[src/rtl/toggle_dec_pkg.sv]
// toggle_dec_pkg
// Shared definitions for the toggle event decoder: debounce FSM state
// encoding and the default parameter values used by toggle_event_decoder.
package toggle_dec_pkg;

  typedef enum logic {
    STABLE  = 1'b0,
    PENDING = 1'b1
  } dec_state_e;

  localparam int DEF_SYNC_STAGES     = 2;
  localparam int DEF_DEBOUNCE_CYCLES = 16;
  localparam int DEF_CNT_W           = 8;

endpackage

[src/rtl/sync_chain.sv]
// sync_chain
// Multi-flop synchronizer for an asynchronous single-bit input. Generic so it
// can be reused for any async board input.
// Ports:
//   clk - clock
//   rst - synchronous active-high reset, clears every stage to 0
//   d   - asynchronous input
//   q   - synchronized output (last stage)
module sync_chain #(
  parameter int STAGES = 2
) (
  input  logic clk,
  input  logic rst,
  input  logic d,
  output logic q
);

  logic [STAGES-1:0] stg;

  // NOTE: sequential state is written with non-blocking assignments so every
  // stage samples the value its predecessor held before this edge.
  always_ff @(posedge clk) begin
    if (rst) begin
      stg <= '0;
    end else begin
      stg <= {stg[STAGES-2:0], d};
    end
  end

  assign q = stg[STAGES-1];

endmodule

[src/rtl/toggle_event_decoder.sv]
// toggle_event_decoder
// Receive-side decoder for toggle-encoded events (one event = one level
// change on tog_in). Synchronizes the line, optionally debounces it, emits a
// one-cycle evt pulse per accepted change and counts events with a sticky
// wrap flag.
// Build option: define TOGGLE_DEC_DEBOUNCE_EN to include the debounce FSM.
// Without it, level follows the synchronized line through one register and
// every change (even a one-cycle glitch) produces an event.
// Ports:
//   clk       - clock, all state on posedge
//   rst       - synchronous active-high reset
//   tog_in    - asynchronous toggle line
//   clr       - synchronous clear of evt_count and ovf
//   evt       - one-cycle pulse per accepted level change
//   level     - current accepted line level
//   evt_count - wrapping accepted-event count
//   ovf       - sticky, set when evt_count wraps from all-ones to zero
module toggle_event_decoder
  import toggle_dec_pkg::*;
#(
  parameter int SYNC_STAGES     = DEF_SYNC_STAGES,
  parameter int DEBOUNCE_CYCLES = DEF_DEBOUNCE_CYCLES,
  parameter int CNT_W           = DEF_CNT_W
) (
  input  logic             clk,
  input  logic             rst,
  input  logic             tog_in,
  input  logic             clr,
  output logic             evt,
  output logic             level,
  output logic [CNT_W-1:0] evt_count,
  output logic             ovf
);

  // Elaboration-time guard on the parameter ranges.
  if (SYNC_STAGES < 2 || DEBOUNCE_CYCLES < 1 || CNT_W < 1) begin : g_bad_params
    $error("toggle_event_decoder: SYNC_STAGES>=2, DEBOUNCE_CYCLES>=1, CNT_W>=1 required");
  end

  logic s;

  sync_chain #(
    .STAGES(SYNC_STAGES)
  ) u_sync (
    .clk(clk),
    .rst(rst),
    .d  (tog_in),
    .q  (s)
  );

`ifdef TOGGLE_DEC_DEBOUNCE_EN
  localparam int DCNT_W = $clog2(DEBOUNCE_CYCLES + 1);
  localparam logic [DCNT_W-1:0] DCNT_MAX = DCNT_W'(DEBOUNCE_CYCLES);

  dec_state_e        state, state_nxt;
  logic [DCNT_W-1:0] dcnt, dcnt_nxt;
  logic              level_nxt, evt_nxt;

  always_ff @(posedge clk) begin
    if (rst) begin
      state <= STABLE;
      dcnt  <= '0;
      level <= 1'b0;
      evt   <= 1'b0;
    end else begin
      state <= state_nxt;
      dcnt  <= dcnt_nxt;
      level <= level_nxt;
      evt   <= evt_nxt;
    end
  end

  always_comb begin
    // NOTE: every output of this block gets a default first, so no path
    // leaves a signal unassigned and no latch is inferred.
    state_nxt = state;
    dcnt_nxt  = dcnt;
    level_nxt = level;
    evt_nxt   = 1'b0;
    case (state)
      STABLE: begin
        if (s != level) begin
          state_nxt = PENDING;
          dcnt_nxt  = DCNT_W'(1);
        end
      end
      PENDING: begin
        if (s == level) begin
          // Line went back before the hold time elapsed: glitch, no event.
          state_nxt = STABLE;
          dcnt_nxt  = '0;
        end else if (dcnt == DCNT_MAX) begin
          state_nxt = STABLE;
          dcnt_nxt  = '0;
          level_nxt = ~level;
          evt_nxt   = 1'b1;
        end else begin
          dcnt_nxt = dcnt + DCNT_W'(1);
        end
      end
      default: begin
        state_nxt = STABLE;
        dcnt_nxt  = '0;
      end
    endcase
  end
`else
  // No debounce: any difference between the synchronized line and the
  // registered level is an event, one cycle later.
  always_ff @(posedge clk) begin
    if (rst) begin
      level <= 1'b0;
      evt   <= 1'b0;
    end else begin
      level <= s;
      evt   <= s ^ level;
    end
  end
`endif

  // Event counter. clr wins over a coincident evt, which is then not counted.
  always_ff @(posedge clk) begin
    if (rst) begin
      evt_count <= '0;
      ovf       <= 1'b0;
    end else if (clr) begin
      evt_count <= '0;
      ovf       <= 1'b0;
    end else if (evt) begin
      evt_count <= evt_count + CNT_W'(1);
      if (&evt_count) begin
        ovf <= 1'b1;
      end
    end
  end

endmodule

[config.mk]
export PLATFORM = sky130hd
export DESIGN_NAME = toggle_event_decoder
export DESIGN_NICKNAME = d
export VERILOG_FILES = /design/src/rtl/toggle_dec_pkg.sv /design/src/rtl/sync_chain.sv /design/src/rtl/toggle_event_decoder.sv
export SDC_FILE = /design/constraint.sdc
export NUM_CORES = 1
export LEC_CHECK = 0
export CORE_AREA = 5 5 42 44
export CTS_BUF_LIST = sky130_fd_sc_hd__clkbuf_8
export CTS_CLUSTER_DIAMETER = 60
export CTS_CLUSTER_SIZE = 28
export DETAILED_ROUTE_END_ITERATION = 8
export DIE_AREA = 0 0 47 49
export PLACE_DENSITY = 0.66
export SETUP_SLACK_MARGIN = 0.05
export SLEW_MARGIN = 10
export SYNTH_ARGS = -nofsm -noshare
export SYNTH_HDL_FRONTEND = slang
export SYNTH_SLANG_ARGS = --single-unit
[constraint.sdc]
create_clock -name clk -period 1.7 [get_ports clk]
set_clock_uncertainty 0.1 [all_clocks]
set_input_delay 0.255 -clock clk [delete_from_list [all_inputs] [get_ports clk]]
set_output_delay 0.255 -clock clk [all_outputs]
set_load 0.005 [all_outputs]
[After elaboration in Yosys (flattened, before gate mapping)]
Cells that the tools add are included.
Operators by class
  add/subtract/negate cells: 1
  multiply operators: 0
  div/mod/pow operators: 0
  magnitude comparators: 0
  equal/unequal tests: 0
  shifts and indexed selects: 0
  muxes and demuxes: 0
  bitwise gates (word level): 1
  reduce and logical (&&, ||, !) cells: 2
Operators with widths (number)
  9-bit AND reduction: 1
  8-bit by 1-bit adder with 8-bit output (second input constant): 1
  2-bit OR reduction: 1
  1-bit bitwise XOR: 1
Word-level totals
  bits in registers: 13
  latch bits: 0
  memory bits (writable): 0
  ROM bits: 0
  input port bits: 4
  output and inout port bits: 11
  memories: 0

[Longest topological paths before layout]
  depth in word-level cells: 1
  mapped depth: 4
  gate-level depth less buffers: 4

[Cells and area by module]
A second synthesis with hierarchy kept.
Second synthesis, totals
  cells, all modules: 52
  area, all modules: 505.5 um2
By module, submodules not included
  toggle_event_decoder: instances 1, cells each 48, area an instance 452.9 um2, sequential area each 220.2 um2
  sync_chain: instances 1, cells each 4, area an instance 52.6 um2, sequential area each 40.0 um2

[Worst setup path after synthesis]
No wires, ideal clock.
  path kind: register to register
  from: register evt_count[0]
  to: register evt_count[6]
  setup time: 0.070 ns
  data arrival time: 1.206 ns
  required time: 1.530 ns
  path slack: 0.324 ns
  cell stages (with the launch flop): 5
  path through: dfxtp_1 -> ha_1 -> nand4_1 -> or3_1 -> a21oi_1
Between the ends
  word-level cells in the longest chain between the ends: 1
Ends and longest elaborated chain
  start: declaration: RTL line toggle_event_decoder.sv:31  | output logic [CNT_W-1:0] evt_count,
  start signal: assignment: RTL line toggle_event_decoder.sv:130  | evt_count <= evt_count + CNT_W'(1);
  8-bit by 1-bit adder with 8-bit output: RTL line toggle_event_decoder.sv:130
No other way between the ends.
A chain may end at the register's enable or synchronous reset.

[Worst setup path in the final report]
  from: register evt_count[2]
  to: output port evt_count[2]
No word-level cell between the ends.

==> impl_metrics.ini <==
[synth]
ys_seq_area_frac = 0.524
synthCells = 52
synth_seq_cells = 13
synth-adder-area-share = 0.0252
synth-simple-area-share = 0.237
synth_top_family_by_area = simple AND/OR/NAND/NOR gates
share_of_synthesized_area_spent_on_multiplexers = 0.0202
postSynthAreaPerCell_um2 = 9.55
synth.distinct_cells = 20
syn-cell-area_um2 = 497
xor_and_xnor_fraction_of_the_mapped_netlist_area = 0.0882
synth.yosys.warnings = 0
synth_compound_area_frac = 0.0756
syn-num-nets = 57

[timing]
clock.fmax_ghz = 0.636
final-max-slew-violation-count = 0
rsz0062_at_grt = no
report.final.hold_viol_count = 0
setup_viol = 0
worst_slack_ns = 0.127
timing.final.crit_share = 0.925
layout_min_cycle_time_ns = 1.57
totalNegativeSetupSlack_ns = 0
tightest_slew_ns = 0.275
max_slew_margin = 0.817

[detailed_routing]
drtAntennaViolNets = 0
firstDrtPassIters = 4
detailed_route_via_count = 402
avgRoutedWirePerCell_um = 11.2
dr.first_iter.drc_count = 5
vias_per_cell = 4.79
drc = 0
detail_route.wirelength_um = 943

[floorplanning]
io-pin-count = 15
die-area_mm2 = 0.00230
coreArea_mm2 = 0.00140
die_width_um = 47
die_height_um = 49
cell_rows = 14
start_util = 0.354

[min_path]
hp-class = reg -> reg

[layout]
layout_cell_share_with_drive_strength_beyond_1 = 0.0735
syn2layout_area_growth_pct = 39.3
nFillCells = 148
area_of_the_multi_input_gates_um2 = 221
insertedDiodeCount = 0
num-nets-final = 74
finalNonFillerCells = 84
sequential_cell_area_um2 = 262

[worst_setup_path]
regToRegSetupSlack_ns = 0.23
critical-path-top-delay-family = buffers and inverters
start_kind = flip-flop
criticalPathCategory = reg -> out
critical_path.cell_chain = clkdlybuf4s50_1
cp_data_arrival_time_ns = 1.22
timing.critical_path.slowest_stage_cell = sky130_fd_sc_hd__clkdlybuf4s50_1
worst_ep_required_time_ns = 1.34
critical-path-max-stage-delay_ns = 0.54
worst_setup_path_end_kind = output pin
cp.buffers_inverters = 1
worst_path_fanout_max = 5

[clock_tree]
clkSinkCount = 13
max-clock-path-buffers = 2
htreeDepth = 1
clk_root_buffer_cell = sky130_fd_sc_hd__clkbuf_8
clock_tree_from_tritoncts = built
clock_latency_ns = 0.24
cts_buffers = 3
cts.clk_slew.worst_paths_ns = 0.05
post_cts.repair.setup_buffers = 0
cts-hold-fix-buffers = 0

[placement]
gpl_wtd_cong = 0.693
placement.io_buffers = 14
detailedPlace.worstSlack_ns = 0.225
dp.cells = 80
place_hpwl_um = 707

[power]
peakVddDrop_mv = 0.425
powerDensity_mw_per_mm2 = 872
power.static_leakage_nw = 0.243

[global_route]
grtUsageTotal = 0.0996
wire_length_of_the_first_global_routing_pass_mm = 1.56
grt_antenna_before_repair = 0
grt_pass1_vias = 376
grt_overflow_total = 0
grt_max_degree = 9

[outcome]
status = complete, no violations

[job]
max_cap_viol_count = 0
==> per-layer routing <==
layer | track usage | part of all wire | vias to the layer above
met5 | 0 | 0 | -
met3 | 0.0701 | 0.13 | 4
met1 | 0.106 | 0.42 | 177
li1 | - | - | 205
met2 | 0.133 | 0.42 | 16
met4 | 0.0691 | 0.030 | 0
==> synthesized netlist by cell type <==
library cell	count	area [um2]
sky130_fd_sc_hd__a21oi_1	3	15.0
sky130_fd_sc_hd__buf_4	1	7.51
sky130_fd_sc_hd__clkbuf_1	1	3.75
sky130_fd_sc_hd__dfxtp_1	13	260
sky130_fd_sc_hd__ha_1	1	12.5
sky130_fd_sc_hd__inv_1	1	3.75
sky130_fd_sc_hd__mux2i_1	1	10.0
sky130_fd_sc_hd__nand2_1	3	11.3
sky130_fd_sc_hd__nand4_1	3	18.8
sky130_fd_sc_hd__nand4_2	1	12.5
sky130_fd_sc_hd__nor2_1	7	26.3
sky130_fd_sc_hd__nor2b_1	3	18.8
sky130_fd_sc_hd__nor3_1	1	5.00
sky130_fd_sc_hd__o21a_1	1	7.51
sky130_fd_sc_hd__o21ai_0	1	5.00
sky130_fd_sc_hd__o21ai_1	2	10.0
sky130_fd_sc_hd__or2_1	1	6.26
sky130_fd_sc_hd__or3_1	3	18.8
sky130_fd_sc_hd__xnor2_1	2	17.5
sky130_fd_sc_hd__xor2_1	3	26.3
==> power by group <==
group	switching [mW]	leakage [nW]	total (mW)	internal, mW
clock	0.107	0.0269	0.267	0.159
combinational	0.00803	0.111	0.0226	0.0146
sequential	0.00416	0.106	0.314	0.310
==> final timing paths <==
path	from	endpoint	cells after the start
hold reg to reg	u_sync.stg[0]$_SDFF_PP0_	u_sync.stg[1]$_SDFF_PP0_	1
setup reg to reg	evt_count[0]$_SDFFE_PP0P_	evt_count[6]$_SDFFE_PP0P_	4
hold / removal	u_sync.stg[0]$_SDFF_PP0_	u_sync.stg[1]$_SDFF_PP0_	1
setup / recovery	evt_count[2]$_SDFFE_PP0P_	evt_count[2]	1
==> what timing repair did <==
| action | CTS | global route |
|---|---|---|
| setup endpoints to repair | 0 | 1 |
| gates resized for setup | 0 | 1 |
| hold endpoints to repair | 0 | 0 |
==> final cells by class <==
class / count / share of cell area
Sequential cell: 13 / 0.378
Clock buffer: 3 / 0.0597
Timing Repair Buffer: 14 / 0.203
Inverter: 1 / 0.00542
Multi-Input combinational cell: 36 / 0.320
Tap cell: 16 / 0.0289
Clock inverter: 1 / 0.00542
==> kinds of logic after synthesis <==
| logic type | Yosys count |
|---|---|
| compound gates | 7 |
| fa+ha+maj | 1 |
| xor+xnor | 5 |
| buf+inv | 3 |
| simple gates | 22 |
| flops | 13 |
| mux | 1 |
==> per-stage QoR <==
stage / util / power, mW / area, um2 / hold WS, ns
4_1_cts: 0.493 / 0.615 / 691 / 0.364
5_1_grt: 0.494 / 0.637 / 692 / 0.386
3_3_place_gp: 0.461 / 0.343 / 646 / 0.346
6_report: 0.494 / 0.603 / 692 / 0.359
3_5_place_dp: 0.461 / 0.343 / 646 / 0.352
2_1_floorplan: - / 0.330 / 497 / 0.227
==> state kept, by name, indices dropped and copies added (netlist names) <==
signal	count
u_sync.stg	2
evt_count	8
level	1
evt	1
ovf	1
==> layout by cell type, fill, tap and decap left out <==
cell type,n
sky130_fd_sc_hd__clkdlybuf4s50_1,14
sky130_fd_sc_hd__dfxtp_1,12
sky130_fd_sc_hd__nor2_1,7
sky130_fd_sc_hd__nand4_1,3
sky130_fd_sc_hd__nand2_1,3
sky130_fd_sc_hd__or3_1,3
sky130_fd_sc_hd__a21oi_1,3
sky130_fd_sc_hd__xor2_1,3
sky130_fd_sc_hd__nor2b_1,3
sky130_fd_sc_hd__clkbuf_8,3
sky130_fd_sc_hd__o21ai_1,2
sky130_fd_sc_hd__xnor2_1,2
sky130_fd_sc_hd__inv_1,2
sky130_fd_sc_hd__or2_1,1
sky130_fd_sc_hd__o21ai_0,1
sky130_fd_sc_hd__nand4_2,1
sky130_fd_sc_hd__mux2i_1,1
sky130_fd_sc_hd__nor3_1,1
sky130_fd_sc_hd__o21a_1,1
sky130_fd_sc_hd__ha_1,1
sky130_fd_sc_hd__dfxtp_2,1
No activity file was read; power rests on OpenSTA's default activity.
